### src/rtl/uart_tx_fifo_if.sv
`default_nettype none
// ============================================================================
//  Module   : uart_tx_fifo_if
//  Purpose  : Bus-side signal bundle of the UART transmitter peripheral.
//             The bus decode (master) issues one-cycle byte writes. The
//             peripheral (slave) reports FIFO status and drives the line.
//  Signals  : wr_en     write strobe, one cycle per byte
//             wr_data   byte to enqueue
//             full      FIFO holds DEPTH entries
//             empty     FIFO holds no entries
//             count     FIFO occupancy, 0..DEPTH
//             busy      serialiser is not idle
//             overflow  sticky: a write was dropped while full
//             txd       serial output, idles high
//  Revision : 1.0 - initial release
// ============================================================================
interface uart_tx_fifo_if #(
    parameter int AW = 3
);
    logic          wr_en;
    logic [7:0]    wr_data;
    logic          full;
    logic          empty;
    logic [AW:0]   count;
    logic          busy;
    logic          overflow;
    logic          txd;

    modport master (
        output wr_en, wr_data,
        input  full, empty, count, busy, overflow, txd
    );

    modport slave (
        input  wr_en, wr_data,
        output full, empty, count, busy, overflow, txd
    );
endinterface
`default_nettype wire

### src/rtl/uart_tx_fifo.sv
`default_nettype none
// ============================================================================
//  Module   : uart_tx_fifo
//  Purpose  : Memory-mapped UART transmitter. Bytes written by the bus are
//             buffered in a DEPTH-entry circular FIFO and serialised as 8N1
//             frames (start 0, d0..d7 LSB first, stop 1). Each bit lasts
//             CLK_DIV clock cycles.
//  Ports    : clk     system clock, rising edge
//             rst     synchronous reset, active-high
//             bus_if  slave side of uart_tx_fifo_if (write strobe/data in;
//                     full, empty, count, busy, overflow, txd out)
//  Revision : 1.0 - initial release
// ============================================================================
module uart_tx_fifo #(
    parameter int CLK_DIV = 104,
    parameter int DEPTH   = 8,
    parameter int AW      = 3
) (
    input  wire logic         clk,
    input  wire logic         rst,
    uart_tx_fifo_if.slave     bus_if
);

    localparam int              BW          = $clog2(CLK_DIV);
    localparam logic [BW-1:0]   BAUD_RELOAD = BW'(CLK_DIV - 1);
    localparam logic [BW-1:0]   BAUD_ONE    = BW'(1);
    localparam logic [AW:0]     CNT_ONE     = (AW+1)'(1);
    localparam logic [AW:0]     CNT_FULL    = (AW+1)'(DEPTH);
    localparam logic [AW-1:0]   PTR_ONE     = AW'(1);

    typedef enum logic [1:0] {
        S_IDLE  = 2'd0,
        S_START = 2'd1,
        S_DATA  = 2'd2,
        S_STOP  = 2'd3
    } state_t;

    state_t         state_q, state_d;
    logic [BW-1:0]  baud_q, baud_d;
    logic [2:0]     idx_q, idx_d;
    logic [7:0]     sh_q, sh_d;
    logic           txd_q, txd_d;
    logic           busy_q;
    logic [AW:0]    count_q, count_d;
    logic           full_q, empty_q, overflow_q;
    logic [AW-1:0]  rd_ptr_q, wr_ptr_q;
    logic [7:0]     mem_q [DEPTH];

    logic           pop;
    logic           wr_accept;
    logic           tick;
    logic [7:0]     head;

    // Full is the registered pre-edge value, so a pop on the same edge
    // does not make room for a write.
    assign wr_accept = bus_if.wr_en && !full_q;
    assign tick      = (baud_q == '0);
    assign head      = mem_q[rd_ptr_q];

    // ------------------------------------------------------------------
    // Serialiser next-state and pop decision
    // ------------------------------------------------------------------
    always_comb begin
        state_d = state_q;
        baud_d  = baud_q;
        idx_d   = idx_q;
        sh_d    = sh_q;
        txd_d   = txd_q;
        pop     = 1'b0;

        if (state_q != S_IDLE) begin
            baud_d = tick ? BAUD_RELOAD : (baud_q - BAUD_ONE);
        end

        case (state_q)
            S_IDLE: begin
                txd_d = 1'b1;
                if (!empty_q) begin
                    pop     = 1'b1;
                    sh_d    = head;
                    txd_d   = 1'b0;
                    baud_d  = BAUD_RELOAD;
                    state_d = S_START;
                end
            end
            S_START: begin
                if (tick) begin
                    txd_d   = sh_q[0];
                    idx_d   = 3'd0;
                    state_d = S_DATA;
                end
            end
            S_DATA: begin
                if (tick) begin
                    if (idx_q != 3'd7) begin
                        // sh_q[0] is on the line; the next bit is sh_q[1].
                        sh_d  = sh_q >> 1;
                        txd_d = sh_q[1];
                        idx_d = idx_q + 3'd1;
                    end else begin
                        txd_d   = 1'b1;
                        state_d = S_STOP;
                    end
                end
            end
            S_STOP: begin
                if (tick) begin
                    if (!empty_q) begin
                        // Chain straight into the next start bit.
                        pop     = 1'b1;
                        sh_d    = head;
                        txd_d   = 1'b0;
                        state_d = S_START;
                    end else begin
                        state_d = S_IDLE;
                    end
                end
            end
            default: state_d = S_IDLE;
        endcase
    end

    // ------------------------------------------------------------------
    // Occupancy update
    // ------------------------------------------------------------------
    always_comb begin
        count_d = count_q;
        case ({wr_accept, pop})
            2'b10:   count_d = count_q + CNT_ONE;
            2'b01:   count_d = count_q - CNT_ONE;
            default: count_d = count_q;
        endcase
    end

    // Storage array carries no reset; the pointers define validity.
    always_ff @(posedge clk) begin
        if (wr_accept) begin
            mem_q[wr_ptr_q] <= bus_if.wr_data;
        end
    end

    always_ff @(posedge clk) begin
        if (rst) begin
            state_q    <= S_IDLE;
            baud_q     <= '0;
            idx_q      <= '0;
            sh_q       <= '0;
            txd_q      <= 1'b1;
            busy_q     <= 1'b0;
            count_q    <= '0;
            full_q     <= 1'b0;
            empty_q    <= 1'b1;
            overflow_q <= 1'b0;
            rd_ptr_q   <= '0;
            wr_ptr_q   <= '0;
        end else begin
            state_q  <= state_d;
            baud_q   <= baud_d;
            idx_q    <= idx_d;
            sh_q     <= sh_d;
            txd_q    <= txd_d;
            busy_q   <= (state_d != S_IDLE);
            count_q  <= count_d;
            full_q   <= (count_d == CNT_FULL);
            empty_q  <= (count_d == '0);
            if (bus_if.wr_en && full_q) begin
                overflow_q <= 1'b1;
            end
            if (wr_accept) begin
                wr_ptr_q <= wr_ptr_q + PTR_ONE;
            end
            if (pop) begin
                rd_ptr_q <= rd_ptr_q + PTR_ONE;
            end
        end
    end

    assign bus_if.txd      = txd_q;
    assign bus_if.busy     = busy_q;
    assign bus_if.count    = count_q;
    assign bus_if.full     = full_q;
    assign bus_if.empty    = empty_q;
    assign bus_if.overflow = overflow_q;

endmodule
`default_nettype wire

### src/flat_wrapper.sv
// flat-port wrapper written by rule: the top's interface ports become plain ports
module uart_tx_fifo_flat 
#(
    parameter int CLK_DIV = 104,
    parameter int DEPTH   = 8,
    parameter int AW      = 3
)
  (clk, rst, bus_if_wr_en, bus_if_wr_data, bus_if_full, bus_if_empty, bus_if_count, bus_if_busy, bus_if_overflow, bus_if_txd);
  uart_tx_fifo_if #(.AW(AW)) bus_if_i ();
  input  wire logic clk;
  input  wire logic rst;
  input wire logic [$bits(bus_if_i.wr_en)-1:0] bus_if_wr_en;
  input wire logic [$bits(bus_if_i.wr_data)-1:0] bus_if_wr_data;
  output wire logic [$bits(bus_if_i.full)-1:0] bus_if_full;
  output wire logic [$bits(bus_if_i.empty)-1:0] bus_if_empty;
  output wire logic [$bits(bus_if_i.count)-1:0] bus_if_count;
  output wire logic [$bits(bus_if_i.busy)-1:0] bus_if_busy;
  output wire logic [$bits(bus_if_i.overflow)-1:0] bus_if_overflow;
  output wire logic [$bits(bus_if_i.txd)-1:0] bus_if_txd;
  assign bus_if_i.wr_en = bus_if_wr_en;
  assign bus_if_i.wr_data = bus_if_wr_data;
  assign bus_if_full = bus_if_i.full;
  assign bus_if_empty = bus_if_i.empty;
  assign bus_if_count = bus_if_i.count;
  assign bus_if_busy = bus_if_i.busy;
  assign bus_if_overflow = bus_if_i.overflow;
  assign bus_if_txd = bus_if_i.txd;
  uart_tx_fifo #(.CLK_DIV(CLK_DIV), .DEPTH(DEPTH), .AW(AW)) u_core (.clk(clk), .rst(rst), .bus_if(bus_if_i));
endmodule
### config.mk
export PLATFORM = sky130hd
export DESIGN_NAME = uart_tx_fifo_flat
export DESIGN_NICKNAME = d
export VERILOG_FILES = /design/src/rtl/uart_tx_fifo_if.sv /design/src/rtl/uart_tx_fifo.sv /design/src/flat_wrapper.sv
export SDC_FILE = /design/constraint.sdc
export NUM_CORES = 1
export LEC_CHECK = 0
export CORE_MARGIN = 5
export CORE_UTILIZATION = 45
export CTS_BUF_LIST = sky130_fd_sc_hd__clkbuf_4
export DETAILED_ROUTE_END_ITERATION = 6
export PLACE_DENSITY = 0.62
export SETUP_SLACK_MARGIN = 0.15
export SKIP_LAST_GASP = 1
export SYNTH_ARGS = -nofsm -noshare
export SYNTH_HDL_FRONTEND = slang
export SYNTH_SLANG_ARGS = --single-unit
### constraint.sdc
create_clock -name clk -period 4.1 [get_ports clk]
set_input_delay 0.615 -clock clk [delete_from_list [all_inputs] [get_ports clk]]
set_output_delay 0.615 -clock clk [all_outputs]
set_load 0.005 [all_outputs]
### After elaboration in Yosys (flattened, before gate mapping)

Memory sizes are Yosys's and may differ from the RTL's. A register that Yosys moved wholly into a read port is not among the register bits.
Cells that the tools add are included.

| operators by class | value |
|---|---|
| multiplexer cells | 35 |
| reduce and logical (&&, ||, !) cells | 13 |
| equality and inequality tests | 12 |
| add/sub/neg operators | 6 |

Operators with widths:

| kind | count |
|---|---|
| two-way mux 8 bit | 4 |
| two-way mux 7 bit | 4 |
| case mux 8 bit (3 select lines) | 1 |
| two-way mux 3 bit | 5 |
| AND reduction 4 bit | 3 |
| two-way mux 1 bit | 11 |
| two-way mux 2 bit | 5 |
| adder 3 x 1 -> 3 bit (second input constant) | 3 |
| != test 2 x 1 -> 1 bit (second input constant) | 4 |
| case mux 2 bit (4 select lines) | 1 |
| case mux 4 bit (2 select lines) | 1 |
| zero test 7 bit | 1 |
| subtractor 7 x 1 -> 7 bit (second input constant) | 1 |
| equality test 2 bit (second input constant) | 3 |
| case mux 3 bit (2 select lines) | 1 |
| nonzero test 2 bit | 3 |
| adder 4 x 1 -> 4 bit (second input constant) | 1 |
| equality test 2 x 1 -> 1 bit (second input constant) | 2 |
| equality test 4 bit (second input constant) | 1 |
| zero test 4 bit | 1 |
| case mux 1 bit (4 select lines) | 1 |
| subtractor 4 x 1 -> 4 bit (second input constant) | 1 |
| != test 3 bit (second input constant) | 1 |
| nonzero test 3 bit | 1 |
| other kinds (5) | 6 |

| storage, ports and cells | value |
|---|---|
| memories | 1 |
| bits in writable memories | 64 |
| flip-flop bits (word level) | 35 |
| output and inout bits | 9 |
| bits of input ports | 11 |

Memory list:

| memory | depth | bits a word | rd ports | clocked after Yosys merged registers in | write ports | RTL line | text |
|---|---|---|---|---|---|---|---|
| u_core.mem_q | 8 | 8 | 1 | 1 | 1 | uart_tx_fifo.sv:47 | `logic [7:0] mem_q [DEPTH];` |

### Depth between registers and ports, before layout

Gate-level depths: netlist of the first run.

| logic depth | value |
|---|---|
| word-level depth | 6 |
| mapped depth | 13 |

### Worst setup path before layout of the first run

Ideal clock, no wire load.

| timing path | value |
|---|---|
| path kind | register -> register |
| from | reg u_core.baud_q[0] |
| to | reg u_core.empty_q (netlist: u_core.bus_if.empty) |
| stages on the path, launching flop included | 13 |
| arrival | 2.773 ns |
| slack | 1.268 ns |
| library setup time | 0.059 ns |
| buffers on the path | 1 |
| path through | dfxtp_1 -> inv_1 -> ha_1 -> nor4b_4 -> a31oi_1 -> nor3_2 -> ha_1 -> clkbuf_1 -> nand2b_1 -> nor4_1 -> a211oi_2 -> mux2_4 -> o21ba_1 |

| between the ends | value |
|---|---|
| cells in the longest elaborated chain, start to end | 6 |
| elaborated cells on any way between the ends | 7 |
| those cells by class | 2 x eq/ne; 3 x mux; 2 x reduce/logical |

RTL lines:

| what | RTL line | text |
|---|---|---|
| from (decl) | uart_tx_fifo.sv:39 | `logic [BW-1:0] baud_q, baud_d;` |
| from (signal assigned) | uart_tx_fifo.sv:158 | `baud_q <= baud_d;` |
| zero test 7 bit * | uart_tx_fifo.sv:57 | `assign tick = (baud_q == '0);` |
| two-way mux 1 bit * | uart_tx_fifo.sv:107 | `if (tick) begin` |
| case mux 1 bit (2 select lines) * | uart_tx_fifo.sv:75 | `case (state_q)` |
| equality test 2 x 1 -> 1 bit or equality test 2 bit (tied branches) | uart_tx_fifo.sv:128 | `case ({wr_accept, pop})` |
| case mux 4 bit (2 select lines) * | uart_tx_fifo.sv:128 |  |
| zero test 4 bit * | uart_tx_fifo.sv:165 | `empty_q <= (count_d == '0);` |
| to (signal assigned) | uart_tx_fifo.sv:165 |  |
| to (decl) | uart_tx_fifo.sv:45 | `logic full_q, empty_q, overflow_q;` |

Every way passes the cells marked *; elsewhere a longest branch is shown, timed or not.
A chain may end at the register's enable or synchronous reset.

### Final worst setup path of the first run

| timing path | value |
|---|---|
| from | reg u_core.state_q[0] |
| to | reg u_core.empty_q (netlist: u_core.bus_if.empty) |

| between the ends | value |
|---|---|
| cells in the longest elaborated chain, start to end | 5 |
| elaborated cells on any way between the ends | 7 |
| those cells by class | 3 x eq/ne; 2 x mux; 2 x reduce/logical |

RTL lines:

| what | RTL line | text |
|---|---|---|
| from (decl) | uart_tx_fifo.sv:38 | `state_t state_q, state_d;` |
| from (signal assigned) | uart_tx_fifo.sv:157 | `state_q <= state_d;` |
| equality test 2 bit or zero test 2 bit (tied branches) | uart_tx_fifo.sv:75 |  |
| case mux 1 bit (2 select lines) * | uart_tx_fifo.sv:75 |  |
| equality test 2 x 1 -> 1 bit or equality test 2 bit (tied branches) | uart_tx_fifo.sv:128 |  |
| case mux 4 bit (2 select lines) * | uart_tx_fifo.sv:128 |  |
| zero test 4 bit * | uart_tx_fifo.sv:165 |  |

Marked as above.

==> flow_summary.json, run 1 <==
{
  "top_usage_layer": "met2",
  "critPathRequiredTime_ns": 4.51,
  "dr.pass1.iters": 6,
  "cts_sinks": 102,
  "cts.htree.levels": 3,
  "hpwl_mm": 5.297,
  "area_delta_synth_final_pct": 10.51,
  "cts_tree": "yes",
  "synth-seq-area-share_pct": 60.72,
  "maxCapViolations": 0,
  "drv_slew": 0,
  "max_freq_mhz": 317.5,
  "path_max_fanout": 19,
  "crit_arrival_ns": 3.56,
  "cp_common_cell": "ha_1",
  "slowest_stage": "ha_1",
  "cts_buffers": 9,
  "grtUsageMet3_pct": 2.368,
  "ys_warn_count": 0,
  "viasPerCell": 5.326,
  "die_y_um": 109.1,
  "grt_max_degree": 28,
  "cp_num_buf_inv": 1,
  "outcome": "finished, final reports clean",
  "die_area_mm2": 0.01190,
  "core_mm2": 0.009684,
  "worstSetupStartpointType": "flip-flop",
  "synth_area_leaders": "edfxtp_1, dfxtp_1, mux4_2",
  "synth_edf_count": 64,
  "path_delay_family": "adder cells",
  "fp.dieW_um": 109.1,
  "grt_util_met2_pct": 24.25,
  "critical_path_class": "reg2reg",
  "finalCritPeriodShare_pct": 76.83,
  "synth_top_area_share_pct": 43.50,
  "ir_drop_mv": 0.3789,
  "post-cts-setup-buffers": 0,
  "r2r.worst_path.cells": 10,
  "nets": 376,
  "slowest_delay_ns": 0.56,
  "antenna_found_initial": 0,
  "ioPinCount": 20,
  "hp-class": "reg2reg",
  "hold_slack_ns": 0.4636,
  "hold_depth": 2,
  "ctsResizeCount": 0,
  "dp_cells": 475,
  "clock_latency_ns": 0.45,
  "ant_nets": 0,
  "reg2reg_slack_ns": 0.95,
  "row_count": 36,
  "fin_crit_ns": 3.150,
  "synth_flop_cell": "edfxtp_1",
  "min_from": "u_core.idx_q[2]",
  "ys_ff_latch": 102,
  "drive_gt1_share_pct": 13.97,
  "finalHoldViolCount": 0,
  "overflow": 0,
  "rsz0062_at_grt": "false",
  "r2r-end": "u_core.bus_if.empty",
  "initial_core_util_pct": 45.62,
  "met1_usage_pct": 18.77,
  "hold_buffers": 0,
  "synth_common_cells": "edfxtp_1, nor2_1, dfxtp_1",
  "p_leak_nw": 1.647,
  "slew_headroom_pct": 33.76,
  "setup_violations": 0,
  "drt_iter0_drc": 178,
  "fill_cells": 883,
  "synthCells": 334,
  "grt_pass1_wl_mm": 13.05,
  "synth.distinct_cells": 54,
  "min_to": "u_core.idx_q[2]",
  "yosysTopAreaCell": "edfxtp_1",
  "wl_per_cell_um": 16.18,
  "fin_setup_tns_ns": 0,
  "groute.usage.overall_pct": 14.55,
  "vias": 2615,
  "syn-num-nets": 357,
  "powerDensity_mw_per_mm2": 607.0,
  "timing.rr.start": "u_core.state_q[0]",
  "async_reset_ff_share_pct": 0,
  "worst_slew_pin_slew_ns": 0.9905,
  "end_kind": "flip-flop",
  "drc": 0,
  "yosysMostFrequentCell": "edfxtp_1",
  "diodes": 0,
  "wirelength_mm": 7.946,
  "clk_pin_slew_worst_paths_ns": 0.17,
  "cts_root_buf": "clkbuf_4",
  "port_buffers": 19,
  "clk_path_buf_depth": 2,
  "gp_congestion": 0.7874,
  "grt_pass1_vias": 2594,
  "avgSynthCellArea_um2": 13.23,
  "synth_area_mm2": 0.004418,
  "final_cells": 491,
  "skew_ns": 0.01416,
  "worstPathCellList": "inv_1, ha_1, a31oi_1, nor3_2, ha_1, nand2b_1, nor4_1, a211oi_2, mux2_4, o21ba_1"
}
cell usage in the layout (no fill, tap or decap), drive strengths merged, types with 3 or more instances in the layout:
master,synthesis,final
xnor2,5,5
o22ai,3,3
nand3,3,3
buf,9,7
and2,3,3
nand2b,5,5
nor4,6,6
nor2,40,40
mux2i,15,15
clkdlybuf4s50,0,19
a21oi,18,18
nand4b,3,3
edfxtp,64,64
dfxtp,38,38
xor2,4,4
nor3,6,6
nor2b,6,6
nand2,25,25
ha,12,12
inv,5,10
clkbuf,9,9
mux2,3,3
o21ai,12,12
mux4,16,16
worst min-delay path: stages (launching register included):
cell and delay, ns:
dfxtp_1 0.34, nand2_1 0.05, a21oi_1 0.05
state kept, by name, summed over array words and instances, names as in the netlist, named ones only:
signal and cells:
u_core.idx_q 3, u_core.bus_if.overflow 1, u_core.bus_if.full 1, u_core.mem_q 64
u_core.bus_if.count 4, u_core.bus_if.txd 1, u_core.bus_if.empty 1, u_core.bus_if.busy 1
u_core.sh_q 8, u_core.wr_ptr_q 3, u_core.rd_ptr_q 3, u_core.state_q 2
u_core.baud_q 7
metrics by stage:
step,worst slack [ns],utilization [%],instance area [um^2],power (mW)
2_1_floorplan,1.268,-,4418,2.228
3_3_place_gp,0.8827,49.01,4746,2.472
3_5_place_dp,0.7953,49.01,4746,2.493
4_1_cts,0.9446,50.41,4882,3.004
5_1_grt,0.5877,50.41,4882,3.182
6_report,0.9501,50.41,4882,2.964
layer usage:
metal	part of all wire (%)	vias to the layer above
met4	1.5	0
met5	0	-
met1	46	1288
met2	50	38
li1	-	1279
met3	2.6	10
where the power goes:
| part | internal (mW) | total [mW] | switching (mW) | leakage (nW) |
|---|---|---|---|---|
| Combinational | 0.527 | 1.08 | 0.549 | 0.680 |
| Clock | 0.143 | 0.506 | 0.363 | 0.0751 |
| Sequential | 1.24 | 1.38 | 0.141 | 0.893 |
layout make-up:
cell class                 count  area (um^2)  share of cell area, %
inverter                       5        18.77                 0.3844
clock inverter                 7        68.82                  1.410
clock buffer                   9        67.56                  1.384
tap                          133        166.4                  3.409
multi-input combinational    209         1635                  33.50
sequential                   102         2683                  54.95
timing repair buffer          26        242.7                  4.972
cell families after synthesis:
logic type | count (synthesis) | share of synthesized area (%)
AO/OA/AOI/OAI | 50 | 7.647
XOR/XNOR | 9 | 1.784
adder cells (fa/ha/maj) | 12 | 3.398
buffers and inverters | 23 | 2.266
flip-flops | 102 | 60.72
multiplexers | 34 | 12.40
AND/OR/NAND/NOR | 104 | 11.78
worst max path at each step:
stage                       from                   to  slack [ns]  depth (start not counted)
5_1_grt         u_core.baud_q[0]  u_core.bus_if.empty        0.59                         11
3_3_place_gp        bus_if_wr_en   u_core.bus_if.full        0.88                         13
3_5_place_dp        bus_if_wr_en   u_core.bus_if.full        0.80                         13
6_report       u_core.state_q[0]  u_core.bus_if.empty        0.95                         10
2_1_floorplan   u_core.baud_q[0]  u_core.bus_if.empty        1.27                         12
4_1_cts        u_core.state_q[0]  u_core.bus_if.empty        0.94                         10
No activity file was read; power rests on OpenSTA's default activity.
==> run 2, diff against run 1 <==
clock period = 3.01 ns   (was 4.1 ns; I/O delays follow)
==> flow_summary.json, run 2 (synthesized netlist as in run 1, its figures left out) <==
{
  "worstSetupStartpointType": "flip-flop",
  "sw_frac_of_total_pct": 35.64,
  "gp_congestion": 0.8050,
  "path_max_fanout": 7,
  "row_count": 36,
  "initial_core_util_pct": 45.62,
  "cts_root_buf": "clkbuf_4",
  "cts_tree": "yes",
  "dr.pass1.iters": 4,
  "ant_nets": 0,
  "timing.rr.start": "u_core.baud_q[0]",
  "groute.usage.overall_pct": 14.77,
  "drive_gt1_share_pct": 18.28,
  "port_buffers": 19,
  "cts.htree.levels": 3,
  "grt_pass1_wl_mm": 13.27,
  "min_from": "u_core.idx_q[1]",
  "cts_buffers": 9,
  "worst_slew_pin_slew_ns": 0.8039,
  "clock_latency_ns": 0.45,
  "setup_violations": 0,
  "layout_commonest_cell": "edfxtp_1",
  "ioPinCount": 20,
  "wl_per_cell_um": 15.94,
  "finalCritPeriodShare_pct": 88.22,
  "cts_sinks": 102,
  "antenna_found_initial": 0,
  "p_comb_share_pct": 38.0,
  "wirelength_mm": 8.052,
  "largest_reg_flops": 64,
  "p_sw_mw": 1.498,
  "drv_slew": 0,
  "nets": 390,
  "hp-class": "reg2reg",
  "clk_path_buf_depth": 2,
  "grt_pass1_vias": 2549,
  "power_frac_seq_pct": 44.8,
  "fp.dieW_um": 109.1,
  "hold_slack_ns": 0.4683,
  "skew_ns": 0.01254,
  "fin_crit_ns": 2.655,
  "slew_headroom_pct": 46.41,
  "fin_setup_tns_ns": 0,
  "finalHoldViolCount": 0,
  "diodes": 0,
  "layout_common_cells": "edfxtp_1, dfxtp_1, nor2_1, nand2_1, buf_4",
  "hpwl_mm": 5.366,
  "drc": 0,
  "die_area_mm2": 0.01190,
  "critical_path.startpoint": "u_core.baud_q[0]",
  "reg.largest.list": "u_core.mem_q: 64 flops, u_core.sh_q: 8 flops, u_core.baud_q: 7 flops",
  "die_y_um": 109.1,
  "ir_drop_mv": 0.2987,
  "core_mm2": 0.009684,
  "rsz0062_at_grt": "false",
  "max_freq_mhz": 376.6,
  "area_delta_synth_final_pct": 13.85,
  "outcome": "finished, final reports clean",
  "crit_arrival_ns": 3.07,
  "grt_max_degree": 25,
  "critical_path_class": "reg2reg",
  "maxCapViolations": 0,
  "viasPerCell": 5.196,
  "overflow": 0,
  "powerDensity_mw_per_mm2": 835.7,
  "end_kind": "flip-flop",
  "clk_pin_slew_worst_paths_ns": 0.18,
  "pwr-share-clk_pct": 17.2,
  "post-cts-setup-buffers": 0,
  "p_leak_nw": 1.725,
  "critPathRequiredTime_ns": 3.42,
  "p_int_mw": 2.705,
  "vias": 2624,
  "fill_cells": 843,
  "regMostFlops": "u_core.mem_q",
  "drt_iter0_drc": 175
}
## run 2: changes by cell type in the layout (fill, tap and decap cells not counted)
cell | before | now
buf_4 | 7 | 21
inv_6 | 5 | 0
inv_8 | 0 | 3
nor2_1 | 39 | 37
a31oi_1 | 1 | 0
a31oi_4 | 0 | 1
clkinv_4 | 1 | 2
clkinv_8 | 1 | 2
ha_1 | 12 | 11
ha_2 | 0 | 1
nor2_2 | 1 | 2
nor2_4 | 0 | 1
## run 2: routing by layer
metal,vias to the layer above,wire length (um),global-route usage (%)
met5,-,0,0
met4,0,98,4.599
met3,10,264,3.789
met2,36,3850,23.29
met1,1271,3839,20.09
li1,1307,-,-
## run 2: through the flow
step	utilization (%)	power (mW)	worst slack, ns	std cells	instance area, um^2
6_report	51.94	4.204	0.3546	505	5030
5_1_grt	51.94	4.511	0.1278	505	5030
4_1_cts	51.65	4.207	0.1938	505	5002
3_5_place_dp	50.09	3.483	0.07733	489	4851
3_3_place_gp	50.09	3.460	0.1746	489	4851
2_1_floorplan	-	3.035	0.1780	334	4418
## run 2: worst max-delay path: stages (launching register included)
cell	delay, ns
dfxtp_1	0.37
inv_1	0.08
ha_1	0.15
nor4b_4	0.27
a31oi_4	0.15
nor3_2	0.17
ha_1	0.33
nand2b_1	0.19
nor4_1	0.25
a211oi_2	0.15
mux2_4	0.32
o21ba_1	0.21
## run 2: power by group through the flow
| stage | logic (mW) | clock network, mW | registers, mW |
|---|---|---|---|
| 2_1_floorplan | 1.20 | 0 | 1.84 |
| 3_3_place_gp | 1.55 | 0 | 1.91 |
| 3_5_place_dp | 1.57 | 0 | 1.91 |
| 4_1_cts | 1.57 | 0.750 | 1.88 |
| 5_1_grt | 1.78 | 0.809 | 1.92 |
| 6_report | 1.60 | 0.724 | 1.88 |
## run 2: worst paths after layout
kind | to | slack [ns] | cells past startpoint
max | u_core.bus_if.empty | 0.35 | 11
min | u_core.idx_q[1] | 0.47 | 2
min reg2reg | u_core.idx_q[1] | 0.47 | 2
max reg2reg | u_core.bus_if.empty | 0.35 | 11
## run 2: area by class of cell
cell class,instances,area [um^2],share of cell area (%)
clock buffer,9,67.56,1.343
sequential,102,2683,53.33
tap,133,166.4,3.308
multi-input combinational,209,1663,33.06
inverter,5,18.77,0.3731
timing repair buffer,40,347.8,6.915
clock inverter,7,83.83,1.667
## run 2: what timing repair did
action / 4_1_cts / 5_1_grt
endpoints found under the setup margin: 0 / 3
hold buffers: 0 / 0
resized for setup: 0 / 6
==> run 3, diff against run 2 <==
CAP_MARGIN = 20   (was default)
GPL_TIMING_DRIVEN = 1   (was default)
==> results of run 3 <==
No change in the layout: final DEF, timing and power equal those of run 2.
==> RTL edit 1, RTL diff (config.mk and constraints of run 3) <==
`DEPTH` is set to 8 in 2 places; all go to 4.
--- a/src/rtl/uart_tx_fifo.sv
+++ b/src/rtl/uart_tx_fifo.sv
@@ -13,7 +13,7 @@
 // ============================================================================
 module uart_tx_fifo #(
     parameter int CLK_DIV = 104,
-    parameter int DEPTH   = 8,
+    parameter int DEPTH   = 4,
     parameter int AW      = 3
 ) (
     input  wire logic         clk,
--- a/src/flat_wrapper.sv
+++ b/src/flat_wrapper.sv
@@ -2,7 +2,7 @@
 module uart_tx_fifo_flat 
 #(
     parameter int CLK_DIV = 104,
-    parameter int DEPTH   = 8,
+    parameter int DEPTH   = 4,
     parameter int AW      = 3
 )
   (clk, rst, bus_if_wr_en, bus_if_wr_data, bus_if_full, bus_if_empty, bus_if_count, bus_if_busy, bus_if_overflow, bus_if_txd);
Function: changed (a bounded check fails within 10 cycles, from zero or initial values and one cycle with rst high).
==> RTL edit 1 against run 3 <==
Routed wire length is 31% lower. Clock skew is 0.0053 ns lower. Synthesized area is 30% lower. Setup slack worse by 0.030 ns. Design area is 31% lower. First-iteration DRC count is 70% lower. Sequential cell count is 35 lower. Power is 27% lower. Largest power group unchanged. Die area is 27% lower.
==> RTL edit 1: results (changes against run 3) <==
Logic synthesis
  • Post-synthesis xor/xnor area fraction: 2.821% (+1.0 points)
  • Ranking of synthesized cells by area: edfxtp_1 (31%), dfxtp_1 (23%), mux4_2 (5.8%), ha_1 (5.6%), nor2_1 (4.5%)
  • Number of flops mapped to enable cells by yosys: 32 (-50%)
  • Post-synthesis sequential area ratio: 53.53% (-7.2 points)
  • Synth Flop Type: dfxtp_1
  • Adder-cell share of the synthesized area: 5.643% (+2.2 points)
  • Post-synthesis mux area share: 9.190% (-3.2 points)
  • Compound-Gate Fraction of Synth Area: 12.94% (+5.3 points)
  • Top cells by count, synth: nor2_1 (37), dfxtp_1 (35), edfxtp_1 (32)
  • Syn Nets: 291 (-18%)

Place
  • HPWL Detailed: 3889 um (-28%)
  • Final Wtd Congestion: 0.7520 (-6.6%)

Status
  • Status: completed

Detailed routing
  • Vias: 1999 (-24%)
  • Wire per inst: 15.02 um (-5.8%)
  • Initial drt markers: 53 (-70%)

Timing
  • Slew margin rel.: 64.52% (+18 points)
  • Setup Skew: 0.007193 ns (-0.005343 ns)

GRT
  • Vias in the first global route: 1945 (-24%)
  • Largest net degree at the start of global routing: 18 (-28%)
  • Total Routing Usage GR: 14.15% (-0.62 points)

Setup path
  • R2R depth: 12 (+1)
  • Crit-path slowest cell: a2111oi_4
  • RR Endpoint: u_core.bus_if.full
  • CP peak stage delay: 0.46 ns (+0.09 ns)
  • Setup crit start: u_core.state_q[1]
  • R2r startpoint: u_core.state_q[1]
  • Arrival time at the worst endpoint: 3.01 ns (-0.06 ns)

Pwr
  • Lkg Pwr: 0.001239 uW (-28%)

Cells and area
  • Final #Nets: 312 (-20%)
  • Share of cells above drive strength 1: 14.38% (-3.9 points)
  • Fill count: 654 (-22%)
  • Leading registers by flop count: u_core.mem_q: 32 flops, u_core.sh_q: 8 flops, u_core.baud_q: 7 flops

CTS
  • CTS clk-pin slew, worst paths: 0.12 ns (-0.06 ns)
-- RTL edit 1: what timing repair did --
item                                    in CTS  in global routing
endpoints found under the setup margin       0                  2
gates resized for setup                      0                  1
setup buffers                                0                  0
-- RTL edit 1: worst max-delay path, delay by kind of cell, from the launching register on --
kind                     cells  cell delay [ns]
adder cells (fa/ha/maj)      2             0.45
flip-flops                   1             0.38
AND/OR/NAND/NOR              4             0.49
AO/OA/AOI/OAI                2             0.62
multiplexers                 1             0.32
buffers and inverters        2             0.19
XOR/XNOR                     1             0.14
-- RTL edit 1: layer usage --
layer | track usage, % | routed length (um) | up-vias
li1 | - | - | 1011
met1 | 20.06 | 2800 | 943
met2 | 20.70 | 2468 | 38
met3 | 3.701 | 226 | 7
met4 | 5.495 | 93 | 0
met5 | 0 | 0 | -
-- RTL edit 1: final cells by class --
type | instances | area [sq um] | area share (%)
clock buffer | 9 | 67.56 | 1.933
tap | 80 | 100.1 | 2.864
inverter | 11 | 41.29 | 1.182
multi-input combinational | 173 | 1329 | 38.02
clock inverter | 7 | 60.06 | 1.719
timing repair buffer | 25 | 235.2 | 6.731
sequential | 67 | 1662 | 47.55
-- RTL edit 1: stage by stage --
step | setup WS (ns) | instance area (sq um) | utilization (%) | power, uW | cells
6_report | 0.3245 | 3495 | 51.72 | 3054 | 372
5_1_grt | 0.1717 | 3495 | 51.72 | 3298 | 372
4_1_cts | 0.2690 | 3492 | 51.69 | 3084 | 372
3_5_place_dp | 0.1413 | 3364 | 49.80 | 2522 | 356
3_3_place_gp | 0.1787 | 3364 | 49.80 | 2506 | 356
2_1_floorplan | 0.4957 | 3104 | - | 2225 | 266
-- RTL edit 1: report_power, final --
group	leakage (uW)	internal, uW	switching (uW)
registers	0.000582	1140	192
logic	0.000584	555	619
clock network	0.0000732	185	366
==> RTL edit 2, RTL diff (flow settings as in run 3) <==
Made on the original files. Re-encode `state_t` (4 states) as one-hot, 4 bits wide.
--- a/src/rtl/uart_tx_fifo.sv
+++ b/src/rtl/uart_tx_fifo.sv
@@ -28,11 +28,11 @@
     localparam logic [AW:0]     CNT_FULL    = (AW+1)'(DEPTH);
     localparam logic [AW-1:0]   PTR_ONE     = AW'(1);
 
-    typedef enum logic [1:0] {
-        S_IDLE  = 2'd0,
-        S_START = 2'd1,
-        S_DATA  = 2'd2,
-        S_STOP  = 2'd3
+    typedef enum logic [3:0] {
+        S_IDLE  = 4'b0001,
+        S_START = 4'b0010,
+        S_DATA  = 4'b0100,
+        S_STOP  = 4'b1000
     } state_t;
 
     state_t         state_q, state_d;
Formal check against the unedited RTL: no difference found for any inputs over 10 cycles, from zero or initial values and one cycle with rst high; not proved beyond that.
==> RTL edit 2 against run 3 <==
Maximum frequency down 5.2%. Core utilization up 0.20 points. Setup slack worse by 0.14 ns. Power down 1.7%. Non-clock buffer count up 6. Sequential cell count up 2. Synthesized cell count unchanged. Design area about the same. Routed wire length up 1.4%. Clock power down 9.4%. Synthesized area down 0.28%. Die area down 0.26%. First-iteration DRC count down 8.6%. Largest cell class unchanged. Largest power group unchanged.
==> RTL edit 2: results (changes against run 3) <==
Logic synthesis
  • Post-synthesis mux area share: 10.96% (-1.4 points)
  • Post-synthesis xor/xnor area fraction: 1.789% (+0.0051 points)
  • Post-synthesis sequential area ratio: 61.80% (+1.1 points)
  • Compound-Gate Fraction of Synth Area: 7.924% (+0.28 points)
  • Yosys cell types: 52 (-3.7%)
  • Ranking of synthesized cells by area: edfxtp_1 (44%), dfxtp_1 (18%), mux4_2 (8.2%), nor2_1 (4.1%), ha_1 (2.3%)
  • Top cells by count, synth: edfxtp_1 (64), nor2_1 (48), dfxtp_1 (40)
  • Adder-cell share of the synthesized area: 2.272% (-1.1 points)

Timing
  • Highest Clock Rate: 357.2 MHz (-5.2%)
  • Slew @ Worst Pin: 0.6701 ns (-0.1337 ns)
  • Setup Skew: 0.01084 ns (-0.001692 ns)

Detailed routing
  • Vias: 2666 (+1.6%)
  • Initial drt markers: 160 (-8.6%)
  • Met3 routed WL: 277 um (+4.9%)
  • Met2 wire len: 4111 um (+6.8%)
  • Top layer in use: met4
  • WL met1: 3692 um (-3.8%)

GRT
  • GR Layer Usage met1: 19.45% (-0.64 points)
  • Total Routing Usage GR: 15.07% (+0.30 points)
  • Largest net degree at the start of global routing: 22 (-12%)
  • First-pass GRT wire length: 13260 um (about the same)
  • Global-route met2 utilization: 24.96% (+1.7 points)
  • Vias in the first global route: 2527 (-0.86%)

Setup path
  • Arrival time at the worst endpoint: 3.17 ns (+0.10 ns)
  • Crit-path slowest cell: or4b_4
  • Setup crit start: u_core.baud_q[1]
  • Worst-path maximum fanout: 4 (-3)
  • R2R setup slack: 0.21 ns (-0.14 ns)
  • R2r startpoint: u_core.baud_q[1]

Status
  • Status: completed

CTS
  • CTS clk-pin slew, worst paths: 0.15 ns (-0.03 ns)
  • Clock sinks: 104 (+2.0%)
  • H-tree depth: 3 (unchanged)

Cells and area
  • Multi-input logic portion of the cell area: 31.81% (-1.2 points)
  • Final #Nets: 394 (+1.0%)
  • Syn-to-layout area delta: 14.09%
  • Data buffer area share: 7.817% (+0.90 points)
  • Finished Layout Cells: 513 (+1.6%)
  • Clock Buffer Count: 10 (+1)
  • Share of cells above drive strength 1: 20.26% (+2.0 points)
  • Fill count: 848 (+0.59%)
  • ClkCell Share: 2.465% (-0.55 points)

Place
  • DP Area: 4856 sq um (+0.10%)
  • Final Wtd Congestion: 0.8047 (about the same)
  • HPWL Detailed: 5506 um (+2.6%)
  • Place WS: 0.1100 ns (+0.03267 ns)

Hold path
  • Worst Hold Path EP: u_core.bus_if.overflow
  • Hold_sp: u_core.bus_if.overflow

Pwr
  • Peak VDD IR: 0.3861 mV (+29%)
  • Lkg Pwr: 0.001746 uW (+1.3%)

Die
  • Die Width: 108.9 um (-0.13%)
==> RTL edit 2: changes by cell type in the layout (fill, tap and decap cells not counted), moves of 4 or more <==
cell,run 3,this run
o21a_1,2,6
a211oi_1,1,8
o21ai_0,9,5
nor3_1,5,10
mux2i_1,15,10
nor2_1,37,48
ha_1,11,7
buf_4,21,27
nor4_1,6,2
==> RTL edit 2: cell families after synthesis <==
| kind of cell | count (synthesis) |
|---|---|
| compound gates | 51 |
| mux | 28 |
| flops | 104 |
| buf+inv | 21 |
| xor+xnor | 9 |
| fa+ha+maj | 8 |
| simple gates | 113 |
==> RTL edit 2: what timing repair did <==
item | 4_1_cts | 5_1_grt
endpoints found under the setup margin | 2 | 3
pin swaps | 6 | 5
hold buffers | 0 | 0
setup buffers | 5 | 1
resized for setup | 2 | 0
==> RTL edit 2: report_power, final <==
group	internal [uW]	switching, uW
logic	818	784
registers	1720	154
clock network	192	464
total	2730	1400
